File: src/rtl/vlc_ofdm_pkg.sv
// Shared constants and types for the VLC OFDM receive path.
//   FFT_POINT        samples per OFDM symbol
//   CP_NUM           cyclic-prefix length stripped upstream by time-sync
//   SYM_TOTAL        symbols held in one synced burst
//   CHEST_SYM        leading symbols of a burst used for channel estimation
//   BURST_DATA_SIZE  bytes in one burst (FFT_POINT * SYM_TOTAL)
//   READ_LAT         cycles from a read decision to matching time-sync data
//   FIFO_DEPTH       skid FIFO entries in the symbol reader
//   rd_state_t       symbol reader control states
package vlc_ofdm_pkg;

   localparam int FFT_POINT       = 64;
   localparam int CP_NUM          = 16;
   localparam int SYM_TOTAL       = 12;
   localparam int CHEST_SYM       = 4;
   localparam int BURST_DATA_SIZE = FFT_POINT * SYM_TOTAL;
   localparam int READ_LAT        = 3;
   localparam int FIFO_DEPTH      = 4;
   localparam int RD_PTR_W        = 10;

   typedef enum logic [2:0] {
      ST_IDLE     = 3'd0,
      ST_STREAM   = 3'd1,
      ST_DRAIN    = 3'd2,
      ST_DONE     = 3'd3,
      ST_WAIT_CLR = 3'd4
   } rd_state_t;

endpackage

File: src/rtl/rd_skid_fifo.sv
// Small synchronous FIFO that absorbs read data still in flight when the
// downstream stream stalls. Push and pop in the same cycle are allowed;
// flush empties it in one cycle and wins over push/pop.
// Ports:
//   clk, rst_n   clock, asynchronous active-low reset
//   flush        drop all entries
//   push         write push_data (caller guarantees not full)
//   push_data    WIDTH-bit entry
//   pop          remove head (caller guarantees not empty)
//   pop_data     current head entry
//   count        number of stored entries
//   empty        count == 0
module rd_skid_fifo #(
   parameter int DEPTH = 4,
   parameter int WIDTH = 8
) (
   input  logic                       clk,
   input  logic                       rst_n,
   input  logic                       flush,
   input  logic                       push,
   input  logic [WIDTH-1:0]           push_data,
   input  logic                       pop,
   output logic [WIDTH-1:0]           pop_data,
   output logic [$clog2(DEPTH+1)-1:0] count,
   output logic                       empty
);

   localparam int PTR_W = (DEPTH > 1) ? $clog2(DEPTH) : 1;
   localparam int CNT_W = $clog2(DEPTH + 1);

   logic [WIDTH-1:0] mem [DEPTH];
   logic [PTR_W-1:0] wr_ptr_reg;
   logic [PTR_W-1:0] rd_ptr_reg;
   logic [CNT_W-1:0] count_reg;

   // Wrap explicitly so non-power-of-2 depths also work.
   function automatic logic [PTR_W-1:0] ptr_inc(input logic [PTR_W-1:0] p);
      return (p == PTR_W'(DEPTH - 1)) ? '0 : p + 1'b1;
   endfunction

   always_ff @(posedge clk or negedge rst_n) begin
      if (!rst_n) begin
         wr_ptr_reg <= '0;
         rd_ptr_reg <= '0;
         count_reg  <= '0;
      end else if (flush) begin
         wr_ptr_reg <= '0;
         rd_ptr_reg <= '0;
         count_reg  <= '0;
      end else begin
         if (push) wr_ptr_reg <= ptr_inc(wr_ptr_reg);
         if (pop)  rd_ptr_reg <= ptr_inc(rd_ptr_reg);
         count_reg <= count_reg + CNT_W'(push) - CNT_W'(pop);
      end
   end

   // Storage carries no reset; only the pointers define what is valid.
   always_ff @(posedge clk) begin
      if (push && !flush) mem[wr_ptr_reg] <= push_data;
   end

   assign pop_data = mem[rd_ptr_reg];
   assign count    = count_reg;
   assign empty    = (count_reg == '0);

endmodule

File: src/rtl/timesync_symbol_reader.sv
// Drain stage behind the time-sync block. Once time-sync reports a full
// output buffer, walks read_ptr over the whole burst, lines the returned
// sync_dout up with its read via a flag shift register, and re-emits the
// samples as a backpressured stream with per-symbol framing. tx_done pulses
// once the last sample has been accepted downstream.
// Ports:
//   clk, rst_n      clock, asynchronous active-low reset
//   out_buff_full   time-sync buffer holds a complete burst
//   sync_dout       time-sync read data (READ_LAT after the read decision)
//   read_ptr        time-sync buffer read address
//   tx_done         one-cycle pulse: burst fully consumed
//   m_axis_*        sample stream; tlast ends a symbol, tuser[0] starts a
//                   symbol, tuser[1] marks channel-estimation symbols
module timesync_symbol_reader
   import vlc_ofdm_pkg::*;
(
   input  logic                clk,
   input  logic                rst_n,
   input  logic                out_buff_full,
   input  logic [7:0]          sync_dout,
   output logic [RD_PTR_W-1:0] read_ptr,
   output logic                tx_done,
   output logic [7:0]          m_axis_tdata,
   output logic                m_axis_tvalid,
   input  logic                m_axis_tready,
   output logic                m_axis_tlast,
   output logic [1:0]          m_axis_tuser
);

   localparam int CNT_W  = $clog2(BURST_DATA_SIZE + 1);
   localparam int POS_W  = $clog2(FFT_POINT);
   localparam int SYM_W  = CNT_W - POS_W;
   localparam int FCNT_W = $clog2(FIFO_DEPTH + 1);
   localparam int OCC_W  = $clog2(FIFO_DEPTH + READ_LAT + 1);
   localparam logic [CNT_W-1:0] BURST_CNT = CNT_W'(BURST_DATA_SIZE);

   rd_state_t           state_reg, state_next;
   logic [CNT_W-1:0]    issue_cnt_reg;
   logic [CNT_W-1:0]    beat_cnt_reg;
   logic [RD_PTR_W-1:0] read_ptr_reg;
   logic [READ_LAT-1:0] pipe_reg;

   logic                abort;
   logic                beat;
   logic                issue;
   logic                push;
   logic [OCC_W-1:0]    in_flight;
   logic [OCC_W-1:0]    occ_after;
   logic [FCNT_W-1:0]   fifo_count;
   logic                fifo_empty;
   logic [7:0]          fifo_dout;

   // ---------------- control decisions ----------------
   // Losing out_buff_full mid-burst means time-sync dropped the burst;
   // everything in flight is stale and the beat this cycle is discarded.
   assign abort = ((state_reg == ST_STREAM) || (state_reg == ST_DRAIN)) && !out_buff_full;
   assign beat  = m_axis_tvalid && m_axis_tready && !abort;
   assign push  = pipe_reg[READ_LAT-1] && !abort;

   always_comb begin
      in_flight = '0;
      for (int i = 0; i < READ_LAT; i++) begin
         in_flight = in_flight + OCC_W'(pipe_reg[i]);
      end
   end

   // Credit: every issued read owns a FIFO slot until it is popped. The slot
   // freed by this cycle's pop is counted so that one FIFO entry plus
   // READ_LAT reads in flight sustain one sample per cycle.
   assign occ_after = OCC_W'(fifo_count) + in_flight - OCC_W'(beat);
   assign issue     = (state_reg == ST_STREAM) && !abort &&
                      (issue_cnt_reg < BURST_CNT) &&
                      (occ_after < OCC_W'(FIFO_DEPTH));

   // ---------------- FSM: state register ----------------
   always_ff @(posedge clk or negedge rst_n) begin
      if (!rst_n) state_reg <= ST_IDLE;
      else        state_reg <= state_next;
   end

   // ---------------- FSM: next state ----------------
   always_comb begin
      state_next = state_reg;
      case (state_reg)
         ST_IDLE:     if (out_buff_full) state_next = ST_STREAM;
         ST_STREAM: begin
            if (abort)                            state_next = ST_IDLE;
            else if (issue_cnt_reg == BURST_CNT)  state_next = ST_DRAIN;
         end
         ST_DRAIN: begin
            if (abort)                            state_next = ST_IDLE;
            else if (beat_cnt_reg == BURST_CNT)   state_next = ST_DONE;
         end
         ST_DONE:     state_next = ST_WAIT_CLR;
         // Hold until time-sync clears so the same burst is not read twice.
         ST_WAIT_CLR: if (!out_buff_full) state_next = ST_IDLE;
         default:     state_next = ST_IDLE;
      endcase
   end

   // ---------------- datapath registers ----------------
   always_ff @(posedge clk or negedge rst_n) begin
      if (!rst_n) begin
         issue_cnt_reg <= '0;
         beat_cnt_reg  <= '0;
         read_ptr_reg  <= '0;
         pipe_reg      <= '0;
      end else if (abort || (state_reg == ST_DONE)) begin
         issue_cnt_reg <= '0;
         beat_cnt_reg  <= '0;
         pipe_reg      <= '0;
      end else begin
         if (issue) begin
            read_ptr_reg  <= RD_PTR_W'(issue_cnt_reg);
            issue_cnt_reg <= issue_cnt_reg + 1'b1;
         end
         if (beat) beat_cnt_reg <= beat_cnt_reg + 1'b1;
         // Flag marks which cycle's sync_dout belongs to an issued read.
         pipe_reg[0] <= issue;
         for (int i = 1; i < READ_LAT; i++) begin
            pipe_reg[i] <= pipe_reg[i-1];
         end
      end
   end

   rd_skid_fifo #(
      .DEPTH (FIFO_DEPTH),
      .WIDTH (8)
   ) u_fifo (
      .clk       (clk),
      .rst_n     (rst_n),
      .flush     (abort),
      .push      (push),
      .push_data (sync_dout),
      .pop       (beat),
      .pop_data  (fifo_dout),
      .count     (fifo_count),
      .empty     (fifo_empty)
   );

   // ---------------- FSM: outputs ----------------
   // Framing derives from the beat counter; it only advances on a beat, so
   // all stream fields hold while the consumer stalls.
   always_comb begin
      read_ptr        = read_ptr_reg;
      tx_done         = (state_reg == ST_DONE);
      m_axis_tvalid   = !fifo_empty;
      m_axis_tdata    = m_axis_tvalid ? fifo_dout : 8'h00;
      m_axis_tlast    = m_axis_tvalid &&
                        (beat_cnt_reg[POS_W-1:0] == POS_W'(FFT_POINT - 1));
      m_axis_tuser[0] = m_axis_tvalid && (beat_cnt_reg[POS_W-1:0] == '0);
      m_axis_tuser[1] = m_axis_tvalid &&
                        (beat_cnt_reg[CNT_W-1:POS_W] < SYM_W'(CHEST_SYM));
   end

endmodule
File: config.mk
export PLATFORM = sky130hd
export DESIGN_NAME = timesync_symbol_reader
export DESIGN_NICKNAME = d
export VERILOG_FILES = /design/src/rtl/vlc_ofdm_pkg.sv /design/src/rtl/rd_skid_fifo.sv /design/src/rtl/timesync_symbol_reader.sv
export SDC_FILE = /design/constraint.sdc
export NUM_CORES = 1
export LEC_CHECK = 0
export BUFFER_PORTS_ARGS = -buffer_cell sky130_fd_sc_hd__buf_4
export CAP_MARGIN = 25
export CELL_PAD_IN_SITES_DETAIL_PLACEMENT = 0
export CELL_PAD_IN_SITES_GLOBAL_PLACEMENT = 2
export CORE_MARGIN = 10
export CORE_UTILIZATION = 44
export DETAILED_ROUTE_END_ITERATION = 16
export GPL_ROUTABILITY_DRIVEN = 0
export MAX_ROUTING_LAYER = met4
export PLACE_DENSITY = 0.91
export SLEW_MARGIN = 20
export SYNTH_ARGS = -nofsm -noshare
export SYNTH_HDL_FRONTEND = slang
export SYNTH_SLANG_ARGS = --single-unit
File: constraint.sdc
create_clock -name clk -period 5.3 [get_ports clk]
set_input_delay 0.53 -clock clk [delete_from_list [all_inputs] [get_ports clk]]
set_output_delay 0.53 -clock clk [all_outputs]
set_load 0.02 [all_outputs]
==> results.sh, run 1 <==
export IMPL_status="complete, no violations"
export IMPL_grt_max_degree=44
export IMPL_grt_pass1_vias=2346
export IMPL_ctsResizeCount=0
export IMPL_finalNonFillerCells=434
export IMPL_rows=33
export IMPL_largest_reg_flops=32
export IMPL_cts_tree="done"
export IMPL_synthTopCellsByArea="dfrtp_1 (29%), edfxtp_1 (26%), mux4_2 (4.9%), ha_1 (4.7%), mux2_4 (2.4%)"
export IMPL_fin_setup_tns_ns=0
export IMPL_min_period_ns=3.84
export IMPL_worstSetupStartpointType="register"
export IMPL_die_area_um2=12500
export IMPL_wirelength_um=7000
export IMPL_vdd_ir_drop_worst_uv=203
export IMPL_fin_area_um2=4240
export IMPL_initial_utilization=0.450
export IMPL_relSlewSlack=0.478
export IMPL_diodes=0
export IMPL_rsz0062_at_grt="no"
export IMPL_nNetsFinal=352
export IMPL_hp_class="input port to asynchronous set/reset pin"
export IMPL_placed_area_um2=4050
export IMPL_yosysTopAreaCellShare=0.291
export IMPL_synth_area_um2=3700
export IMPL_cts_root_buffer="clkbuf_8"
export IMPL_synth_seq_cells=75
export IMPL_coreArea_um2=8220
export IMPL_yosysTopAreaCell="dfrtp_1"
export IMPL_whs_ns=0.164
export IMPL_yosysWarnings=0
export IMPL_placedCellCount=418
export IMPL_synth_cells=286
export IMPL_cts_clk_slew_worst_paths_ns=0.09
export IMPL_die_y_um=112
export IMPL_grt_ovfl_total=0
export IMPL_finalHoldViolCount=0
export IMPL_wire_per_inst_um=16.1
export IMPL_p_leak_nw=1.80
export IMPL_clock_latency_ns=0.35
export IMPL_crit_required_ns=5.53
export IMPL_htreeDepth=3
export IMPL_slew_violations=0
export IMPL_finish_utilization=0.516
export IMPL_numPortBuffers=34
export IMPL_cp_max_fo=15
export IMPL_drt_pass1_iterations=4
export IMPL_grt_pass1_wl_um=11900
export IMPL_dr_total_vias=2331
export IMPL_postCtsHoldBufs=0
export IMPL_period_share=0.725
export IMPL_maxCapViolCount=0
export IMPL_regMostFlops="u_fifo.mem"
export IMPL_postCtsSetupRepairBufs=0
export IMPL_grt_util_all_layers=0.118
export IMPL_area_delta_synth_final_pct=14.6
export IMPL_vias_per_cell=5.37
export IMPL_drive_gt1_frac=0.246
export IMPL_synth_ff_type="dfrtp_1"
export IMPL_critPathArrivalTime_ns=4.08
export IMPL_async_reset_ff_frac=0.573
export IMPL_cts_path_max_buffers=2
export IMPL_cellPowerDensity_nw_per_um2=492
export IMPL_ys_types=50
export IMPL_syn_num_nets=314
export IMPL_crit_path_end_kind="register"
export IMPL_io_pins=35
export IMPL_numClockSinks=75
export IMPL_synth_area_per_cell_um2=12.9
export IMPL_postRouteAntennaNets=0
export IMPL_cts_buffers=9
export IMPL_antenna_found_initial=0
export IMPL_fmax_mhz=260
export IMPL_tightest_slew_ns=0.780
export IMPL_fin_skew_ns=0.00978
export IMPL_drc=0
export IMPL_synth_edf_count=32
export IMPL_drt_iter0_markers=92
export IMPL_crit_type="register to register"
export IMPL_seq_area_frac_synth=0.551
export IMPL_setup_violations_final=0
export IMPL_hpwlAfterDp_um=4940
export IMPL_dieWidth_um=112
## cell usage after synthesis, types with 6 or more instances
master	number
dfrtp_1	43
edfxtp_1	32
inv_1	23
nor2_1	20
ha_1	14
nand2_1	11
nor2b_1	9
mux4_2	8
xnor2_1	8
a2111oi_0	7
a21o_1	7
nand3_1	7
nor3_1	7
mux2_2	6
mux2_4	6
## stage by stage
step           power, mW  worst slack [ns]
2_1_floorplan       1.43              1.93
3_3_place_gp        1.67              1.48
3_5_place_dp        1.69              1.39
4_1_cts             2.12              1.45
5_1_grt             2.24              1.15
6_report            2.09              1.46
## worst paths after layout
| check | startpoint | end | slack, ns | cells past startpoint |
|---|---|---|---|---|
| worst max-delay path | state_reg[1] | read_ptr[3] | 1.46 | 11 |
| worst min-delay path | rst_n | read_ptr[4] | 0.16 | 1 |
| worst max register to register | state_reg[1] | read_ptr[3] | 1.46 | 11 |
| worst min register to register | pipe_reg[1] | pipe_reg[2] | 0.51 | 2 |
| max in group asynchronous | rst_n | issue_cnt_reg[8] | 4.76 | 1 |
| min in group clk | sync_dout[6] | u_fifo.mem[0][6] | 0.37 | 1 |
## cell families after synthesis
logic type                 after synthesis  share of synthesized area
AOI/OAI and AO/OA                       40                     0.0842
xor gates and xnor gates                11                     0.0342
adders and majority gates               16                     0.0582
buffers and inverters                   32                     0.0369
DFF                                     75                      0.551
muxes                                   23                     0.0995
and+or+nand+nor                         89                      0.136
## cell type report
cell class | count | area [um2]
clock buffers | 9 | 124
flip-flops and latches | 75 | 2040
multi-input cells | 179 | 1530
clock inverters | 7 | 65.1
inverters | 23 | 86.3
fillers | 715 | 3980
well taps | 105 | 131
repair buffers | 36 | 270
## worst max-delay path, cell delays in order (launching register included)
cell and delay [ns]:
dfrtp_1 0.43, xor2_1 0.45, and2_0 0.41, nor2_1 0.12, ha_1 0.31, fa_1 0.35, inv_1 0.06, ha_1 0.22
nand3b_1 0.16, a21oi_4 0.12, nor3_4 0.66, mux2_2 0.41
## layout by cell type, fill, tap and decap left out, drive strengths merged, types with 4 or more instances in the layout
cell	netlist	routed
ha	14	14
clkbuf	5	9
or3	4	4
nand3	7	7
o31ai	4	4
a21o	7	7
edfxtp	32	32
nor2	20	20
inv	23	28
and3	5	5
nand2	11	11
mux4	8	8
dfrtp	43	43
buf	4	36
a2111oi	7	7
mux2	12	12
o21ai	5	5
and2	5	5
nand4	4	4
a21oi	6	6
nor3	9	9
xnor2	8	8
nor2b	9	9
## routing by layer
metal  routed length (um)  share of wire  track usage
met5                    0              0            -
met1                 3260           0.47        0.145
met2                 3390           0.48        0.186
met3                  264          0.038       0.0349
met4                   81          0.012       0.0334
## power breakdown
group | internal (mW) | total [mW] | switching, mW
Clock | 0.182 | 0.424 | 0.241
Combinational | 0.395 | 0.881 | 0.486
Sequential | 0.686 | 0.782 | 0.0954
Total | 1.26 | 2.09 | 0.823
Power figures use the tool's default switching activity.
==> run 2, diff against run 1 <==
--- a/config.mk
+++ b/config.mk
@@ -10,11 +10,11 @@
 export CELL_PAD_IN_SITES_DETAIL_PLACEMENT = 0
 export CELL_PAD_IN_SITES_GLOBAL_PLACEMENT = 2
 export CORE_MARGIN = 10
-export CORE_UTILIZATION = 44
+export CORE_UTILIZATION = 41
 export DETAILED_ROUTE_END_ITERATION = 16
 export GPL_ROUTABILITY_DRIVEN = 0
 export MAX_ROUTING_LAYER = met4
-export PLACE_DENSITY = 0.91
+export PLACE_DENSITY = 0.86
 export SLEW_MARGIN = 20
 export SYNTH_ARGS = -nofsm -noshare
 export SYNTH_HDL_FRONTEND = slang
==> constraint.sdc (replaced) <==
create_clock -name clk -period 3.85 [get_ports clk]
set_input_delay 0.385 -clock clk [delete_from_list [all_inputs] [get_ports clk]]
set_output_delay 0.385 -clock clk [all_outputs]
set_load 0.02 [all_outputs]
==> results.sh, run 2 (synthesized netlist as in run 1, its figures left out) <==
export IMPL_status="complete, no violations"
export IMPL_fin_skew_ns=0.0138
export IMPL_cp_max_fo=12
export IMPL_setup_ws_ns=0.537
export IMPL_period_share=0.861
export IMPL_postCtsSetupRepairBufs=0
export IMPL_cts_root_buffer="clkbuf_8"
export IMPL_regMostFlops="u_fifo.mem"
export IMPL_dieWidth_um=115
export IMPL_placedCellCount=424
export IMPL_io_pins=35
export IMPL_ctsResizeCount=0
export IMPL_hp_class="input port to asynchronous set/reset pin"
export IMPL_p_leak_nw=1.81
export IMPL_cts_tree="done"
export IMPL_fin_area_um2=4270
export IMPL_tightest_slew_ns=0.601
export IMPL_worstSetupStartpointType="register"
export IMPL_cts_buffers=9
export IMPL_power_mw=2.89
export IMPL_coreArea_um2=8760
export IMPL_fin_setup_tns_ns=0
export IMPL_min_period_ns=3.31
export IMPL_r2r_setup_slack_ns=0.54
export IMPL_initial_utilization=0.422
export IMPL_timing_rr_end="read_ptr[1]"
export IMPL_startpoint="state_reg[2]"
export IMPL_grt_ovfl_total=0
export IMPL_vdd_ir_drop_worst_uv=291
export IMPL_rsz0062_at_grt="no"
export IMPL_wire_per_inst_um=16.1
export IMPL_cts_clk_slew_worst_paths_ns=0.08
export IMPL_finalHoldViolCount=0
export IMPL_critPathArrivalTime_ns=3.55
export IMPL_placed_area_um2=4080
export IMPL_setup_violations_final=0
export IMPL_wirelength_um=7060
export IMPL_cp_cell_sequence="nor2_1 -> and2_0 -> nor2_1 -> ha_1 -> fa_1 -> inv_1 -> ha_1 -> nand3b_1 -> a21oi_4 -> nor3_4 -> buf_4 -> mux2_2"
export IMPL_numPortBuffers=34
export IMPL_numClockSinks=75
export IMPL_drive_gt1_frac=0.253
export IMPL_clock_latency_ns=0.36
export IMPL_grt_util_all_layers=0.117
export IMPL_grt_max_degree=44
export IMPL_postCtsHoldBufs=0
export IMPL_layout_commonest_cell="dfrtp_1"
export IMPL_crit_slowest_cell="dfrtp_1"
export IMPL_drt_pass1_iterations=4
export IMPL_hpwlAfterDp_um=4980
export IMPL_largest_reg_flops=32
export IMPL_area_delta_synth_final_pct=15.5
export IMPL_vias_per_cell=5.30
export IMPL_antenna_found_initial=0
export IMPL_r2r_start="state_reg[2]"
export IMPL_die_y_um=115
export IMPL_drc=0
export IMPL_grt_pass1_vias=2412
export IMPL_diodes=0
export IMPL_postRouteAntennaNets=0
export IMPL_relSlewSlack=0.599
export IMPL_die_area_um2=13200
export IMPL_nNetsFinal=355
export IMPL_finalNonFillerCells=440
export IMPL_rows=34
export IMPL_grt_pass1_wl_um=12100
export IMPL_dr_total_vias=2332
export IMPL_crit_path_end_kind="register"
export IMPL_mostFrequentLayoutCells="dfrtp_1 (43), buf_4 (39), edfxtp_1 (32)"
export IMPL_critical_path_max_stage_delay_ns=0.42
export IMPL_htreeDepth=3
export IMPL_drt_iter0_markers=81
export IMPL_cellPowerDensity_nw_per_um2=677
export IMPL_cts_path_max_buffers=2
export IMPL_crit_type="register to register"
export IMPL_reg2reg_depth=12
export IMPL_dpl_worst_slack_ns=0.435
export IMPL_slew_violations=0
export IMPL_crit_required_ns=4.09
export IMPL_maxCapViolCount=0
export IMPL_fmax_mhz=302
[run 2: final cells by class]
type / count / area, um2
timing repair buffer: 39 / 293
fill: 785 / 4490
multi-input combinational: 179 / 1530
inverter: 23 / 86.3
tap: 108 / 135
clock buffer: 9 / 124
clock inverter: 7 / 70.1
sequential: 75 / 2040
[run 2: worst max path at each step]
stage / slack [ns] / end / cells after the start
detailed placement: 0.43 / read_ptr[1] / 13
CTS: 0.51 / read_ptr[1] / 12
global route: 0.28 / read_ptr[1] / 12
global placement: 0.50 / read_ptr[1] / 13
finish: 0.54 / read_ptr[1] / 12
floorplan: 0.48 / issue_cnt_reg[1] / 13
[run 2: power by group]
group / switching, mW / internal (mW) / total (mW)
Clock: 0.329 / 0.251 / 0.580
Sequential: 0.129 / 0.945 / 1.07
Combinational: 0.675 / 0.561 / 1.24
Total: 1.13 / 1.76 / 2.89
[run 2: layer usage]
metal,GRT usage,share of wire
met5,-,0
met4,0.0347,0.0098
met3,0.0365,0.049
met2,0.179,0.48
met1,0.146,0.46
[run 2: critical path: cells and delay by family, from the launching register on]
kind            cells  cell delay, ns
flops               1            0.42
mux                 1            0.36
buf+inv             2            0.33
compound gates      1            0.12
fa+ha+maj           3            0.87
simple gates        5            1.09
[run 2: through the flow]
step                      hold WS (ns)   util
after floorplan                 0.0894      -
after global placement           0.421  0.465
after detailed placement         0.423  0.465
after CTS                       0.0295  0.487
after global routing            0.0532  0.487
final                           0.0152  0.487
